## src/rtl/keypad_entry_controller_pkg.sv

```systemverilog
`default_nettype none
// ============================================================================
// Module  : keypad_entry_controller_pkg
// Brief   : Shared types, constants and key encoder for the keypad entry block
// Revision: 1.0 - initial release
// ============================================================================
package keypad_entry_controller_pkg;

    localparam int BCD_W    = 4;
    localparam int NUM_KEYS = 10;

    typedef enum logic [1:0] {
        ST_IDLE     = 2'd0,
        ST_DEBOUNCE = 2'd1,
        ST_PRESSED  = 2'd2,
        ST_RELEASE  = 2'd3
    } state_t;

    // Ascending scan so the highest-numbered pressed key wins
    function automatic logic [BCD_W-1:0] f_encode(input logic [NUM_KEYS-1:0] i_keys);
        logic [BCD_W-1:0] v;
        v = '0;
        for (int i = 0; i < NUM_KEYS; i++) begin
            if (i_keys[i]) v = BCD_W'(i);
        end
        return v;
    endfunction

endpackage
`default_nettype wire

```

## src/rtl/keypad_entry_controller_pulse_divider.sv

```systemverilog
`default_nettype none
// ============================================================================
// Module  : pulse_divider
// Brief   : Free-running divide-by-DIVIDE counter, held at zero while idle
// Revision: 1.0 - initial release
// ============================================================================
module pulse_divider #(
    parameter int DIVIDE = 100
) (
    input  logic clock_100Hz,
    input  logic reset,
    input  logic run,
    output logic tick
);

    localparam int              CNT_W  = (DIVIDE > 1) ? $clog2(DIVIDE) : 1;
    localparam logic [CNT_W-1:0] c_LAST = CNT_W'(DIVIDE - 1);

    logic [CNT_W-1:0] r_count;

    always_ff @(posedge clock_100Hz or posedge reset) begin
        if (reset) begin
            r_count <= '0;
        end else if (!run || (r_count == c_LAST)) begin
            r_count <= '0;
        end else begin
            r_count <= r_count + 1'b1;
        end
    end

    // Combinational so the registered output in the parent lands on the DIVIDE-th cycle
    assign tick = run && (r_count == c_LAST);

endmodule
`default_nettype wire

```

## src/rtl/keypad_entry_controller.sv

```systemverilog
`default_nettype none
// ============================================================================
// Module  : keypad_entry_controller
// Brief   : Keypad sync/debounce, BCD entry shift register and 1 Hz pulse mux
// Revision: 1.0 - initial release
// ============================================================================
module keypad_entry_controller
    import keypad_entry_controller_pkg::*;
#(
    parameter int DIGITS   = 4,
    parameter int DIVIDE   = 100,
    parameter int DEBOUNCE = 3
) (
    input  logic                      clock_100Hz,
    input  logic                      reset,
    input  logic [NUM_KEYS-1:0]       keypad,
    input  logic                      enablen,
    input  logic                      clear_entry,
    output logic [BCD_W*DIGITS-1:0]   digits,
    output logic [BCD_W-1:0]          D,
    output logic                      loadn,
    output logic                      key_valid,
    output logic                      entry_full,
    output logic                      pgt_1Hz
);

    localparam int               DB_W       = $clog2(DEBOUNCE + 1);
    localparam int               CNT_W      = $clog2(DIGITS + 1);
    localparam logic [DB_W-1:0]  c_DB_LAST  = DB_W'(DEBOUNCE - 1);
    localparam logic [CNT_W-1:0] c_FULL     = CNT_W'(DIGITS);

    logic [NUM_KEYS-1:0]     r_sync1;
    logic [NUM_KEYS-1:0]     r_sync2;
    state_t                  r_state;
    logic [BCD_W-1:0]        r_cand;
    logic [DB_W-1:0]         r_db_cnt;
    logic [BCD_W-1:0]        r_D;
    logic                    r_loadn;
    logic                    r_key_valid;
    logic                    r_pgt;
    logic [BCD_W*DIGITS-1:0] r_digits;
    logic [CNT_W-1:0]        r_count;
    logic                    r_full;

    logic                    w_any;
    logic [BCD_W-1:0]        w_code;
    logic                    w_accept;
    logic                    w_tick;
    logic [BCD_W*DIGITS-1:0] w_shifted;

    always_ff @(posedge clock_100Hz or posedge reset) begin
        if (reset) begin
            r_sync1 <= '0;
            r_sync2 <= '0;
        end else begin
            r_sync1 <= keypad;
            r_sync2 <= r_sync1;
        end
    end

    assign w_any  = |r_sync2;
    assign w_code = f_encode(r_sync2);

    // Final stable cycle of a debounce: the FSM and the entry register both act on it
    assign w_accept = !enablen && (r_state == ST_DEBOUNCE) && w_any &&
                      (w_code == r_cand) && (r_db_cnt == c_DB_LAST);

    pulse_divider #(
        .DIVIDE (DIVIDE)
    ) u_divider (
        .clock_100Hz (clock_100Hz),
        .reset       (reset),
        .run         (enablen),
        .tick        (w_tick)
    );

    always_ff @(posedge clock_100Hz or posedge reset) begin
        if (reset) begin
            r_state     <= ST_IDLE;
            r_cand      <= '0;
            r_db_cnt    <= '0;
            r_D         <= '0;
            r_loadn     <= 1'b1;
            r_key_valid <= 1'b0;
            r_pgt       <= 1'b0;
        end else begin
            r_key_valid <= w_accept;
            r_pgt       <= enablen ? w_tick : w_accept;
            if (w_accept) r_D <= r_cand;

            if (enablen) begin
                r_state  <= ST_IDLE;
                r_loadn  <= 1'b1;
                r_db_cnt <= '0;
            end else begin
                case (r_state)
                    ST_IDLE: begin
                        if (w_any) begin
                            r_state  <= ST_DEBOUNCE;
                            r_cand   <= w_code;
                            r_db_cnt <= '0;
                        end
                    end
                    ST_DEBOUNCE: begin
                        if (!w_any) begin
                            r_state <= ST_IDLE;
                        end else if (w_code != r_cand) begin
                            r_cand   <= w_code;
                            r_db_cnt <= '0;
                        end else if (w_accept) begin
                            r_state <= ST_PRESSED;
                            r_loadn <= 1'b0;
                        end else begin
                            r_db_cnt <= r_db_cnt + 1'b1;
                        end
                    end
                    ST_PRESSED: begin
                        if (!w_any) begin
                            r_state  <= ST_RELEASE;
                            r_db_cnt <= '0;
                        end
                    end
                    ST_RELEASE: begin
                        if (w_any) begin
                            r_db_cnt <= '0;
                        end else if (r_db_cnt == c_DB_LAST) begin
                            r_state <= ST_IDLE;
                            r_loadn <= 1'b1;
                        end else begin
                            r_db_cnt <= r_db_cnt + 1'b1;
                        end
                    end
                    default: r_state <= ST_IDLE;
                endcase
            end
        end
    end

    always_comb begin
        w_shifted              = r_digits << BCD_W;
        w_shifted[BCD_W-1:0]   = r_cand;
    end

    // Clear outranks a coincident acceptance; a full register drops new keys
    always_ff @(posedge clock_100Hz or posedge reset) begin
        if (reset) begin
            r_digits <= '0;
            r_count  <= '0;
            r_full   <= 1'b0;
        end else if (clear_entry) begin
            r_digits <= '0;
            r_count  <= '0;
            r_full   <= 1'b0;
        end else if (w_accept && (r_count != c_FULL)) begin
            r_digits <= w_shifted;
            r_count  <= r_count + 1'b1;
            r_full   <= ((r_count + 1'b1) == c_FULL);
        end
    end

    assign digits     = r_digits;
    assign D          = r_D;
    assign loadn      = r_loadn;
    assign key_valid  = r_key_valid;
    assign entry_full = r_full;
    assign pgt_1Hz    = r_pgt;

endmodule
`default_nettype wire
```

## config.mk

```make
export PLATFORM = sky130hd
export DESIGN_NAME = keypad_entry_controller
export DESIGN_NICKNAME = d
export VERILOG_FILES = /design/src/rtl/keypad_entry_controller_pkg.sv /design/src/rtl/keypad_entry_controller_pulse_divider.sv /design/src/rtl/keypad_entry_controller.sv
export SDC_FILE = /design/constraint.sdc
export NUM_CORES = 1
export LEC_CHECK = 0
export CAP_MARGIN = 20
export CORE_MARGIN = 2
export CORE_UTILIZATION = 48
export DETAILED_ROUTE_END_ITERATION = 8
export PLACE_DENSITY = 0.74
export SYNTH_ARGS = -nofsm -noshare
export SYNTH_HDL_FRONTEND = slang
export SYNTH_SLANG_ARGS = --single-unit
```

## constraint.sdc

```tcl
create_clock -name clock_100Hz -period 2.2 [get_ports clock_100Hz]
set_clock_uncertainty 0.05 [all_clocks]
set_input_delay 0.44 -clock clock_100Hz [delete_from_list [all_inputs] [get_ports clock_100Hz]]
set_output_delay 0.44 -clock clock_100Hz [all_outputs]
set_load 0.03 [all_outputs]
```

==> results of run 1 <==
[state kept, by name, summed over array words and instances, names as in the netlist]
signal,cells
digits,16
r_sync1,10
r_sync2,10
u_divider.r_count,7
D,4
r_cand,4
r_count,3
r_db_cnt,2
r_state,2
entry_full,1
key_valid,1
loadn,1
pgt_1Hz,1
[worst paths after layout]
| kind | start | cells after the start | to |
|---|---|---|---|
| hold / removal | r_sync1[3] | 0 | r_sync2[3] |
| setup / recovery | r_cand[0] | 7 | r_cand[2] |
| setup reg to reg | r_cand[0] | 7 | r_cand[2] |
| hold reg to reg | r_sync1[3] | 0 | r_sync2[3] |
| min in group asynchronous | reset | 3 | r_sync1[9] |
| max in group asynchronous | reset | 3 | loadn |
[cell type report]
class | count | area, um^2
fillers | 428 | 1900
multi-input cells | 139 | 1080
clock buffers | 12 | 155
clock inverters | 4 | 45.0
repair buffers | 59 | 568
well taps | 72 | 90.1
flip-flops and latches | 62 | 1560
inverters | 12 | 45.0
[cells by family (layout without fill, tap and decap cells)]
logic type / count (synthesis) / count (layout) / synth area share [%]
AND/OR/NAND/NOR: 71 / 71 / 15.1
flip-flops: 62 / 62 / 58.1
adder cells (fa/ha/maj): 5 / 5 / 2.34
multiplexers: 19 / 19 / 7.77
XOR/XNOR: 6 / 6 / 1.97
AO/OA/AOI/OAI: 38 / 38 / 11.5
buffers and inverters: 20 / 87 / 3.23
[placed cells by master (no fill, tap or decap), types with 3 or more instances in the layout]
| cell type | count |
|---|---|
| mux2_4 | 3 |
| clkinv_2 | 3 |
| nand2b_1 | 17 |
| clkbuf_8 | 11 |
| nand2_1 | 8 |
| nand3_1 | 8 |
| nand4_1 | 4 |
| a21oi_1 | 7 |
| xnor2_1 | 4 |
| a31oi_1 | 4 |
| clkdlybuf4s50_1 | 37 |
| buf_4 | 18 |
| inv_1 | 10 |
| mux2i_1 | 14 |
| ha_1 | 5 |
| a21o_1 | 4 |
| dfrtp_1 | 58 |
| dfrtp_2 | 3 |
| o21ai_0 | 6 |
| nor2_1 | 17 |
| o31ai_1 | 3 |
[routing by layer]
metal	vias to the layer above	wire, um	global-route usage [%]
met5	-	0	0
met4	0	53	6.84
met3	7	233	5.98
met2	41	2360	29.0
met1	892	2190	22.3
li1	902	-	-
[power breakdown]
group | internal, W | switching, W
registers | 0.00118 | 0.0000322
logic | 0.000118 | 0.0000977
clock network | 0.000579 | 0.000415
total | 0.00187 | 0.000545
[metrics by stage]
step                power [W]  worst slack (ns)  TNS (ns)
floorplan             0.00134            0.0479         0
global placement      0.00142          -0.00630  -0.00630
detailed placement    0.00142           -0.0351   -0.0955
CTS                   0.00244           0.00222         0
global route          0.00252           -0.0502    -0.212
finish                0.00242           0.00685         0
[synthesized netlist by cell type (all sizes together)]
cell type,instances
nor2b,2
and4,1
dfstp,1
a21o,4
a211o,2
mux2,5
nor4,2
a21bo,1
a21oi,8
o22ai,1
nand2,9
o211ai,1
o21ai,6
nor2,17
or2,3
o31ai,4
nand4,4
a311oi,3
and3b,1
dfrtp,61
xnor2,4
inv,12
xor2,2
o32ai,1
a2111oi,2
ha,5
a211oi,1
nand2b,17
mux2i,14
and3,2
buf,4
nor4b,1
clkbuf,4
nand3,8
and2b,1
nor3b,1
nand4b,2
a31oi,4
[repair_timing]
action,in CTS,in global routing
setup endpoints to repair,3,23
hold buffers,0,0
gates resized for setup,3,11
buffers inserted,1,2
pin swaps,3,0
==> results.md, run 1 <==
* Run status: complete, no violations
* Gr ovfl total at 0
* Initial core utilization at 49.2%
* Synth Cell Area at 0.00267 mm^2
* Worst skew pair latency at 0.33 ns
* Max clock buf depth at 2
* Total wire length at 4.84 mm
* CP cell instances: nor2b_4 -> a211o_2 -> a311oi_4 -> and3_4 -> a2111oi_4 -> buf_4 -> mux2_4
* Core Area at 0.00544 mm^2
* Final core occ at 65.1%
* Min Hold Slack at 0.298 ns
* Max Freq at 456 MHz
* Syn nets at 240
* Maximum fanout along the worst path at 6
* Clk sinks at 62
* Hold Path Class: flop to flop
* Top Family by Delay on Critical Path: compound AO/OA/AOI/OAI gates
* CTS H-tree depth at 3
* Synth area leader: dfrtp_1
* Port Buffers at 37
* Final Non-Filler Cells at 360
* P per Cell Area at 682 mW/mm^2
* Design Area, Final at 0.00354 mm^2
* Clock root buffer: clkbuf_8
* Register clock-pin slew on the reported worst setup and hold paths at 0.07 ns
* Area of the die at 0.00618 mm^2
* Peak supply drop at 536 uV
* CTS tree: yes
* Layout area overhead at 32.5%
* Via-to-Cell Ratio at 5.12
* Worst Max-Slew Pin Slew at 0.434 ns
* Worst Setup Start Kind: flop
* Largest net degree at the start of global routing at 63
* Sequential element share of the synthesized area at 58.1%
* Synthesis Warnings at 0
* WP data required at 2.37 ns
* Synth top area cells: dfrtp_1 57%, mux2i_1 5.2%, nand2b_1 4.0%
* Post-synth top area share at 57.1%
* # IOs at 38
* CP Class: flop to flop
* Detail Placement HPWL at 3.33 mm
* Worst Path Arrival at 2.36 ns
* CP Buf/Inv Count at 1
* Antenna diode count at 0
* First-pass iteration count of the detailed router at 5
* Cell at the slowest stage of the critical path: dfrtp_2
* Worst rel slew slack at 71.0%
* Setup violations, final at 0
* Iteration-0 DRC Markers at 83
* Fin crit share at 99.7%
* Worst R2R Setup Slack at 0.007 ns
* LEAKAGE at 1.61 nW
* Distinct cells, synth at 49
* Post-DP Area at 0.00326 mm^2
* Post-Synthesis Cells at 221
* Max-slew violations at 0
* RSZ-0062 raised after global routing: yes
* Layout cell share with drive strength beyond 1 at 22.9%
* Avg Inst Size Synth at 12.1 um^2
* Crit. End Element: flop
* Vias in the first global route at 1952
* Final GP Congestion at 0.783
* Final ANT Viol Nets at 0
* Die Height at 78.6 um
* Initial antenna violation count at 0
* Global-route wire length before repair at 8.53 mm
* Num CTS Buffers at 9
* Count of state elements after synthesis at 62
* Placed cells at 341
* DR vias at 1842
* DR WL/cell at 13.4 um
* DRC viols at 0
* Tmin final at 2.19 ns
* Worst stage delay on the critical path at 0.44 ns
* Nets at 302
* Die Width at 78.6 um
* Reported max-cap violation count at 0
* GR Util All Layers at 17.9%
* Fin. Hold Viols at 0
* Cell Rows at 27
No activity file was read; power rests on OpenSTA's default activity.
==> run 2: changes to the inputs <==
--- a/config.mk
+++ b/config.mk
@@ -6,7 +6,7 @@
 export NUM_CORES = 1
 export LEC_CHECK = 0
 export CAP_MARGIN = 20
-export CORE_MARGIN = 2
+export CORE_MARGIN = 1
 export CORE_UTILIZATION = 48
 export DETAILED_ROUTE_END_ITERATION = 8
 export PLACE_DENSITY = 0.74
==> run 2 against run 1 <==
Against the previous run: worst hold slack barely moved; via count rose by 2.4%; clock power rose by 11%; critical path depth rose by 1; largest cell class unchanged.
==> results.md, run 2 (same netlist as run 1, synthesis figures left out) <==
* Run status: complete, no violations
* Max Freq at 458 MHz
* Initial antenna violation count at 0
* Final ANT Viol Nets at 0
* Clock root buffer: clkbuf_8
* Setup violations, final at 0
* Crit. End Element: flop
* Hold Path Origin: r_sync1[5]
* Final core occ at 67.6%
* Initial core utilization at 51.1%
* Maximum fanout along the worst path at 4
* P per Cell Area at 708 mW/mm^2
* CTS tree: yes
* Fill cells at 405
* First-pass iteration count of the detailed router at 4
* Tmin final at 2.18 ns
* Sequential Area at 0.00156 mm^2
* DR vias at 1886
* Clk sinks at 62
* Via-to-Cell Ratio at 5.30
* FF-to-FF End: r_cand[2]
* Num CTS Buffers at 9
* Worst rel slew slack at 69.6%
* Area of the die at 0.00587 mm^2
* Placed cells at 337
* LEAKAGE at 1.59 nW
* Max reg flops at 16
* Worst hold stages at 0
* Top Usage Layer GRT: met2
* Final GP Congestion at 0.800
* Hold Path Class: flop to flop
* Largest net degree at the start of global routing at 31
* CP Class: flop to flop
* Commonest non-fill, non-tap cells in the layout: 59 x dfrtp_1, 37 x clkdlybuf4s50_1, 17 x nand2b_1, 17 x nor2_1, 15 x buf_4
* Register clock-pin slew on the reported worst setup and hold paths at 0.07 ns
* Fin crit share at 99.2%
* RSZ-0062 raised after global routing: yes
* DRC viols at 0
* Detail Placement HPWL at 3.48 mm
* WHS Endpoint: r_sync2[5]
* Vias in the first global route at 1972
* Gr ovfl total at 0
* Global-route wire length before repair at 8.85 mm
* Layout area overhead at 32.4%
* Max-slew violations at 0
* Final Non-Filler Cells at 356
* GR Util All Layers at 19.6%
* Fin. Hold Viols at 0
* Cell Rows at 26
* R2r worst-path depth at 8
* # IOs at 38
* Antenna diode count at 0
* CTS H-tree depth at 3
* GRT met3 Usage at 3.95%
* WP data required at 2.38 ns
* Port Buffers at 37
* Layout cell share with drive strength beyond 1 at 22.0%
* Worst Setup Start Kind: flop
* Core Area at 0.00524 mm^2
* # hold bufs at CTS at 0
* Leading cell type in the layout, fill and taps excluded: dfrtp_1
* Worst R2R Start: r_sync2[4]
* GR Layer Usage met2 at 32.4%
* Nets at 300
* Die Width at 76.6 um
* Max clock buf depth at 2
* Peak supply drop at 499 uV
* DR WL/cell at 14.0 um
* Area of the multi-input gates at 0.00107 mm^2
* Met1 Use GR at 23.8%
* Worst skew pair latency at 0.34 ns
* Total wire length at 5.00 mm
* Worst Max-Slew Pin Slew at 0.455 ns
* Reported max-cap violation count at 0
* Worst R2R Setup Slack at 0.02 ns
* Die Height at 76.6 um
* Worst Path Arrival at 2.36 ns
* Iteration-0 DRC Markers at 83
-- run 2: cell count changes in the layout (fill, tap and decap cells not counted), sizes merged --
cell | before | now
clkbuf | 12 | 9
clkinvlp | 0 | 4
bufinv | 1 | 2
clkinv | 3 | 1
buf | 22 | 20
-- run 2: how the worst max path moves through the flow --
stage | start | end | slack (ns) | cells after the start
after floorplan | r_cand[0] | r_cand[3] | 0.05 | 6
after global placement | r_sync2[7] | r_cand[0] | 0.008 | 7
after detailed placement | r_cand[0] | r_cand[3] | -0.009 | 7
after CTS | r_cand[0] | digits[0] | 0.003 | 7
after global routing | r_sync2[4] | r_cand[3] | -0.07 | 8
final | r_sync2[4] | r_cand[2] | 0.02 | 8
-- run 2: report_power, final --
part | internal, W | switching, W | leakage, nW | total (W)
Sequential | 0.00117 | 0.0000294 | 0.801 | 0.00120
Combinational | 0.000108 | 0.0000987 | 0.687 | 0.000206
Clock | 0.000638 | 0.000460 | 0.0977 | 0.00110
Total | 0.00192 | 0.000588 | 1.59 | 0.00251
-- run 2: per-layer routing --
| layer | wire length, um | share of wire, % |
|---|---|---|
| met1 | 2150 | 43 |
| met2 | 2580 | 51 |
| met3 | 164 | 3.3 |
| met4 | 112 | 2.2 |
| met5 | 0 | 0 |
-- run 2: area by class of cell --
cell class	instances	share of cell area, %
Multi-Input combinational cell	139	30.3
Inverter	12	1.27
Sequential cell	62	43.9
Clock buffer	9	3.50
Clock inverter	7	2.79
Tap cell	70	2.47
Timing Repair Buffer	57	15.7
-- run 2: through the flow --
step	hold slack [ns]	power, W	worst slack [ns]	setup TNS [ns]	instance area (um^2)
floorplan	0.281	0.00134	0.0479	0	2670
global placement	0.282	0.00141	0.00847	0	3240
detailed placement	0.287	0.00142	-0.00862	-0.0190	3240
CTS	0.301	0.00252	0.00256	0	3490
global route	0.310	0.00261	-0.0716	-0.507	3540
finish	0.298	0.00251	0.0169	0	3540
-- run 2: worst max-delay path, cell delays in order (launching register included) --
cell       delay, ns
dfrtp_1         0.40
buf_6           0.13
o31ai_1         0.28
buf_4           0.19
mux2i_2         0.26
and3_4          0.24
a2111oi_4       0.06
buf_4           0.17
mux2_4          0.29
-- run 2: timing repair --
item	CTS	global route
setup buffers	2	1
pin swaps	5	3
resized for setup	2	9
setup endpoints to repair	4	26
endpoints found under the hold margin	0	0
